[config.mk]
export PLATFORM = sky130hd
export DESIGN_NAME = intext_accum
export DESIGN_NICKNAME = d
export VERILOG_FILES = /design/src/rtl/intext_accum.sv
export SDC_FILE = /design/constraint.sdc
export NUM_CORES = 1
export LEC_CHECK = 0
export CAP_MARGIN = 20
export CORE_MARGIN = 5
export CORE_UTILIZATION = 54
export CTS_BUF_LIST = sky130_fd_sc_hd__clkbuf_8
export DETAILED_ROUTE_END_ITERATION = 16
export GPL_TIMING_DRIVEN = 1
export PLACE_DENSITY = 0.78
export SETUP_SLACK_MARGIN = 0.5
export SYNTH_ARGS = -nofsm -noshare
export SYNTH_HDL_FRONTEND = slang
export SYNTH_SLANG_ARGS = --single-unit
[constraint.sdc]
create_clock -name clk -period 3.75 [get_ports clk]
set_clock_uncertainty 0.2 [all_clocks]
set_input_delay 0.75 -clock clk [delete_from_list [all_inputs] [get_ports clk]]
set_output_delay 0.75 -clock clk [all_outputs]
set_load 0.01 [all_outputs]
[src/rtl/intext_accum.sv]
// Sign-extending saturating accumulator: narrow signed samples summed into a wide signed register.
// Optional sticky overflow flag output enabled by defining INTEXT_ACCUM_OVF_STICKY_EN.
module intext_accum #(
  parameter int IN_LEN  = 32,
  parameter int OUT_LEN = 64
) (
  input  logic               clk,
  input  logic               rst_L,
  input  logic [IN_LEN-1:0]  in_val,
  input  logic               in_valid,
  output logic               in_ready,
  input  logic               clear,
  output logic [OUT_LEN-1:0] out_val,
  output logic               out_valid,
  output logic               saturated
`ifdef INTEXT_ACCUM_OVF_STICKY_EN
  ,
  output logic               ovf_sticky
`endif
);

  localparam logic [OUT_LEN-1:0] SAT_MAX = {1'b0, {(OUT_LEN-1){1'b1}}};
  localparam logic [OUT_LEN-1:0] SAT_MIN = {1'b1, {(OUT_LEN-1){1'b0}}};

  typedef enum logic [1:0] {
    WAIT_IN = 2'd0,
    EXTEND  = 2'd1,
    ACCUM   = 2'd2,
    EMIT    = 2'd3
  } state_t;

  state_t               state_q, state_d;
  logic [IN_LEN-1:0]    sample_q, sample_d;
  logic [OUT_LEN-1:0]   ext_q, ext_d;
  logic [OUT_LEN-1:0]   acc_q, acc_d;
  logic [OUT_LEN-1:0]   out_val_q, out_val_d;
  logic                 out_valid_q, out_valid_d;
  logic                 in_ready_q, in_ready_d;
  logic                 sat_q, sat_d;
  logic [OUT_LEN:0]     sum_s;
`ifdef INTEXT_ACCUM_OVF_STICKY_EN
  logic                 sticky_q, sticky_d;
`endif

  // in_ready is held low through reset and drops combinationally while clear is high
  assign in_ready  = in_ready_q & ~clear;
  assign out_valid = out_valid_q & ~clear;
  assign out_val   = out_val_q;
  assign saturated = sat_q;
`ifdef INTEXT_ACCUM_OVF_STICKY_EN
  assign ovf_sticky = sticky_q;
`endif

  always_comb begin
    state_d     = state_q;
    sample_d    = sample_q;
    ext_d       = ext_q;
    acc_d       = acc_q;
    out_val_d   = out_val_q;
    out_valid_d = 1'b0;
    sat_d       = sat_q;
`ifdef INTEXT_ACCUM_OVF_STICKY_EN
    sticky_d    = sticky_q;
`endif
    // One guard bit: the top two bits differing means the signed sum left the OUT_LEN range
    sum_s = {acc_q[OUT_LEN-1], acc_q} + {ext_q[OUT_LEN-1], ext_q};

    if (clear) begin
      state_d   = WAIT_IN;
      acc_d     = {OUT_LEN{1'b0}};
      out_val_d = {OUT_LEN{1'b0}};
      sat_d     = 1'b0;
`ifdef INTEXT_ACCUM_OVF_STICKY_EN
      sticky_d  = 1'b0;
`endif
    end else begin
      case (state_q)
        WAIT_IN: begin
          if (in_valid && in_ready_q) begin
            sample_d = in_val;
            state_d  = EXTEND;
          end else begin
            state_d  = WAIT_IN;
          end
        end
        EXTEND: begin
          ext_d   = {{(OUT_LEN-IN_LEN){sample_q[IN_LEN-1]}}, sample_q};
          state_d = ACCUM;
        end
        ACCUM: begin
          if (sum_s[OUT_LEN] != sum_s[OUT_LEN-1]) begin
            acc_d = sum_s[OUT_LEN] ? SAT_MIN : SAT_MAX;
            sat_d = 1'b1;
`ifdef INTEXT_ACCUM_OVF_STICKY_EN
            sticky_d = 1'b1;
`endif
          end else begin
            acc_d = sum_s[OUT_LEN-1:0];
            sat_d = 1'b0;
          end
          out_val_d   = acc_d;
          out_valid_d = 1'b1;
          state_d     = EMIT;
        end
        EMIT: begin
          state_d = WAIT_IN;
        end
        default: begin
          state_d = WAIT_IN;
        end
      endcase
    end

    in_ready_d = (state_d == WAIT_IN);
  end

  always_ff @(posedge clk or negedge rst_L) begin
    if (!rst_L) begin
      state_q     <= WAIT_IN;
      sample_q    <= {IN_LEN{1'b0}};
      ext_q       <= {OUT_LEN{1'b0}};
      acc_q       <= {OUT_LEN{1'b0}};
      out_val_q   <= {OUT_LEN{1'b0}};
      out_valid_q <= 1'b0;
      in_ready_q  <= 1'b0;
      sat_q       <= 1'b0;
`ifdef INTEXT_ACCUM_OVF_STICKY_EN
      sticky_q    <= 1'b0;
`endif
    end else begin
      state_q     <= state_d;
      sample_q    <= sample_d;
      ext_q       <= ext_d;
      acc_q       <= acc_d;
      out_val_q   <= out_val_d;
      out_valid_q <= out_valid_d;
      in_ready_q  <= in_ready_d;
      sat_q       <= sat_d;
`ifdef INTEXT_ACCUM_OVF_STICKY_EN
      sticky_q    <= sticky_d;
`endif
    end
  end

endmodule
==> metrics <==
Critical Path RT 3.92 ns; RSZ-0062 raised after global routing yes; fin crit share 96.52%; Tmin final 3.620 ns; Yosys reg bits 133; Post-Synthesis Net Count around 1,200; Layout Cells excl Fill 1,456; Clock Latency Late Sink 0.46 ns; area of the multi-input gates approximately 0.0062 mm²; Sw Pwr around 3.7 mW; Reg clk slew, reported paths approximately 0.080 ns; drt first pass iters 5; Core Footprint 0.01718 mm²; Flop pwr share 25.7%; element type at the critical path start flop; Chip Height 142.0 µm; area grow syn2layout 32.23%; final count of pins violating max slew 0; area occupied by registers 0.003332 mm²; YS warnings 0; Power Density 704.1 mW/mm²; total grt overflow 0; first-iteration detailed-routing DRC count 724; Int Pwr 5.055 mW; synth top area cells dfrtp_1 (35%), ha_1 (9.0%), mux2_2 (7.7%); share of cells above drive strength 1 ~22%; Worst EP arrival 3.79 ns; critical path peak fanout 23; setup TNS 0 ns; Post-synth EDFFs 0; Yosys cell types 67; static leakage roughly 5.4 nW; wire per inst roughly 20 µm; Slew headroom between 50 and 60%; Clk pwr share 15.9%; Comb pwr share 58.4%; Post-synth ARST share 100.0%; die area 0.02015 mm²; Post-route DRC 0; CTS max path bufs 2; Yosys top cell area share 35.40%; initial antenna violation count 0; slew of the pin with the lowest slew margin 0.7476 ns; Post-Syn Instances 1,058; cell taking the most area after synthesis dfrtp_1; gpl congestion 0.9501; DRT antenna net count 0; vias in the first global route 8,774; first-pass GRT wire length ~46,000 µm; Layout Utilization 72.38%; Std-Cell Rows 48; Vias 9,063; Hold Slack 0.1400 ns; CTS tree yes; Tot GR Track Use 28.55%; routed vias/inst 6.225; status finished clean; DP HPWL 19,870 µm; synthesized area per cell 8.887 µm²; fillcell total 1,310; # port buffers 102; nets@finish 1,323; Placed Instances about 1,400; Root Buffer clkbuf_8; Synth Cell Area 0.009403 mm²; sw frac 42.25%; CTS sink cnt 133; antenna fix cells 0; endpoint type of the worst setup path flop; Detailed Route WL 29,720 µm; WS Path Type reg2reg; fmax 0.2763 GHz; Hold Path Class in2async; DIE WIDTH between 100 and 150 µm; Fin. Hold Viols 0; sequential area share after synthesis 35.40%; top_reg_cell synth dfrtp_1; # setup viols final 0; Ports between 100 and 150; initial core utilization 54.74%; H-tree depth 4; hold_buf cts 0; largest net degree at the start of global routing 57; maximum vdd drop between 0.4 and 0.5 mV; CTS Buf Count 17; max capacitance violation total 0
per-layer routing:
layer	global-route usage (%)	part of all wire [%]	vias to the layer above
met2	48.13	48	355
li1	-	-	4207
met4	10.25	3.7	0
met5	0	0	-
met3	4.940	5.5	87
met1	37.18	42	4414
sequential cells by signal, indices dropped and copies added, names as in the netlist:
register	count
sample_q	32
out_valid_q	1
saturated	1
in_ready_q	1
state_q	2
ext_q	32
out_val	64
cells by family (layout without fill, tap and decap cells):
logic type,after synthesis,in the layout,share of synthesized area (%)
buffers and inverters,72,245,3.620
muxes,66,66,7.878
DFF,133,133,35.40
AOI/OAI and AO/OA,324,324,21.50
and+or+nand+nor,342,342,17.50
xor gates and xnor gates,52,52,4.844
adders and majority gates,69,69,9.262
worst paths after layout:
kind / startpoint / to / slack [ns] / cells after the start
max in group asynchronous: rst_L / out_val[63]$_DFFE_PN0P_ / 2.41 / 2
max: ext_q[31]$_DFFE_PN0P_ / out_val[44]$_DFFE_PN0P_ / 0.13 / 12
min: rst_L / sample_q[2]$_DFFE_PN0P_ / 0.14 / 1
min in group clk: sample_q[25]$_DFFE_PN0P_ / sample_q[25]$_DFFE_PN0P_ / 0.30 / 1
max reg2reg: ext_q[31]$_DFFE_PN0P_ / out_val[44]$_DFFE_PN0P_ / 0.13 / 12
min reg2reg: sample_q[25]$_DFFE_PN0P_ / sample_q[25]$_DFFE_PN0P_ / 0.30 / 1
power by group through the flow:
stage	Clock [mW]	Sequential (mW)	Combinational, mW
floorplan	0	2.24	3.10
global placement	0	2.30	4.22
detailed placement	0	2.32	4.31
CTS	1.40	2.24	4.74
global route	1.47	2.30	5.55
finish	1.39	2.25	5.11
synth_stat cells (26+ instances only):
| cell | number |
|---|---|
| clkbuf_1 | 33 |
| dfrtp_1 | 133 |
| mux2_2 | 64 |
| a21o_1 | 26 |
| nor3_1 | 57 |
| nor2_1 | 55 |
| nand2_1 | 123 |
| o21ai_1 | 65 |
| o21ai_0 | 44 |
| ha_1 | 68 |
| a21oi_1 | 88 |
| xnor2_1 | 30 |
area by class of cell:
class	count	share of cell area, %
well taps	225	2.264
clock inverters	14	1.610
flip-flops and latches	133	26.80
clock buffers	18	1.993
inverters	13	0.3925
repair buffers	200	17.10
multi-input cells	853	49.84
worst max-delay path: stages (launching register included):
cell and delay (ns):
dfrtp_4 0.56, buf_4 0.22, ha_2 0.45, nand4_1 0.24, or3_1 0.45, a211o_1 0.33, a31oi_4 0.25, buf_4 0.16
buf_4 0.11, o211ai_4 0.09, buf_12 0.16, buf_12 0.15, o21ai_1 0.16
through the flow:
stage | setup WS, ns | power, mW | area (µm²)
global route | 0.01594 | 9.326 | 12430
finish | 0.1304 | 8.754 | 12430
CTS | 0.3053 | 8.380 | 12040
detailed placement | -0.002297 | 6.632 | 11130
global placement | 0.07554 | 6.513 | 11130
floorplan | 0.4779 | 5.335 | 9627
cell usage in the layout, fill, tap and decap left out, types with 10 or more instances in the layout:
cell type	netlist	layout
clkbuf_8	0	18
o21a_1	11	11
xnor2_1	30	30
inv_1	13	14
nand2_1	123	121
nor3_2	1	12
and2_1	11	11
nor3_1	57	45
clkdlybuf4s50_1	0	101
buf_12	0	13
nor2_1	55	52
xor2_1	22	22
ha_4	0	16
a211oi_1	13	11
a21oi_1	88	85
ha_1	68	48
nand4_1	21	21
o21bai_1	13	12
mux2_2	64	64
dfrtp_1	133	132
nand3_1	19	19
nand2b_1	10	10
a21o_1	26	26
o21ai_0	44	36
buf_4	0	69
o21ai_1	65	72
what timing repair did:
action	4_1_cts	5_1_grt
resized for setup	36	31
pin swaps	11	14
setup buffers	19	13
endpoints found under the setup margin	65	65
gates cloned	2	7
No activity file was read; power rests on OpenSTA's default activity.
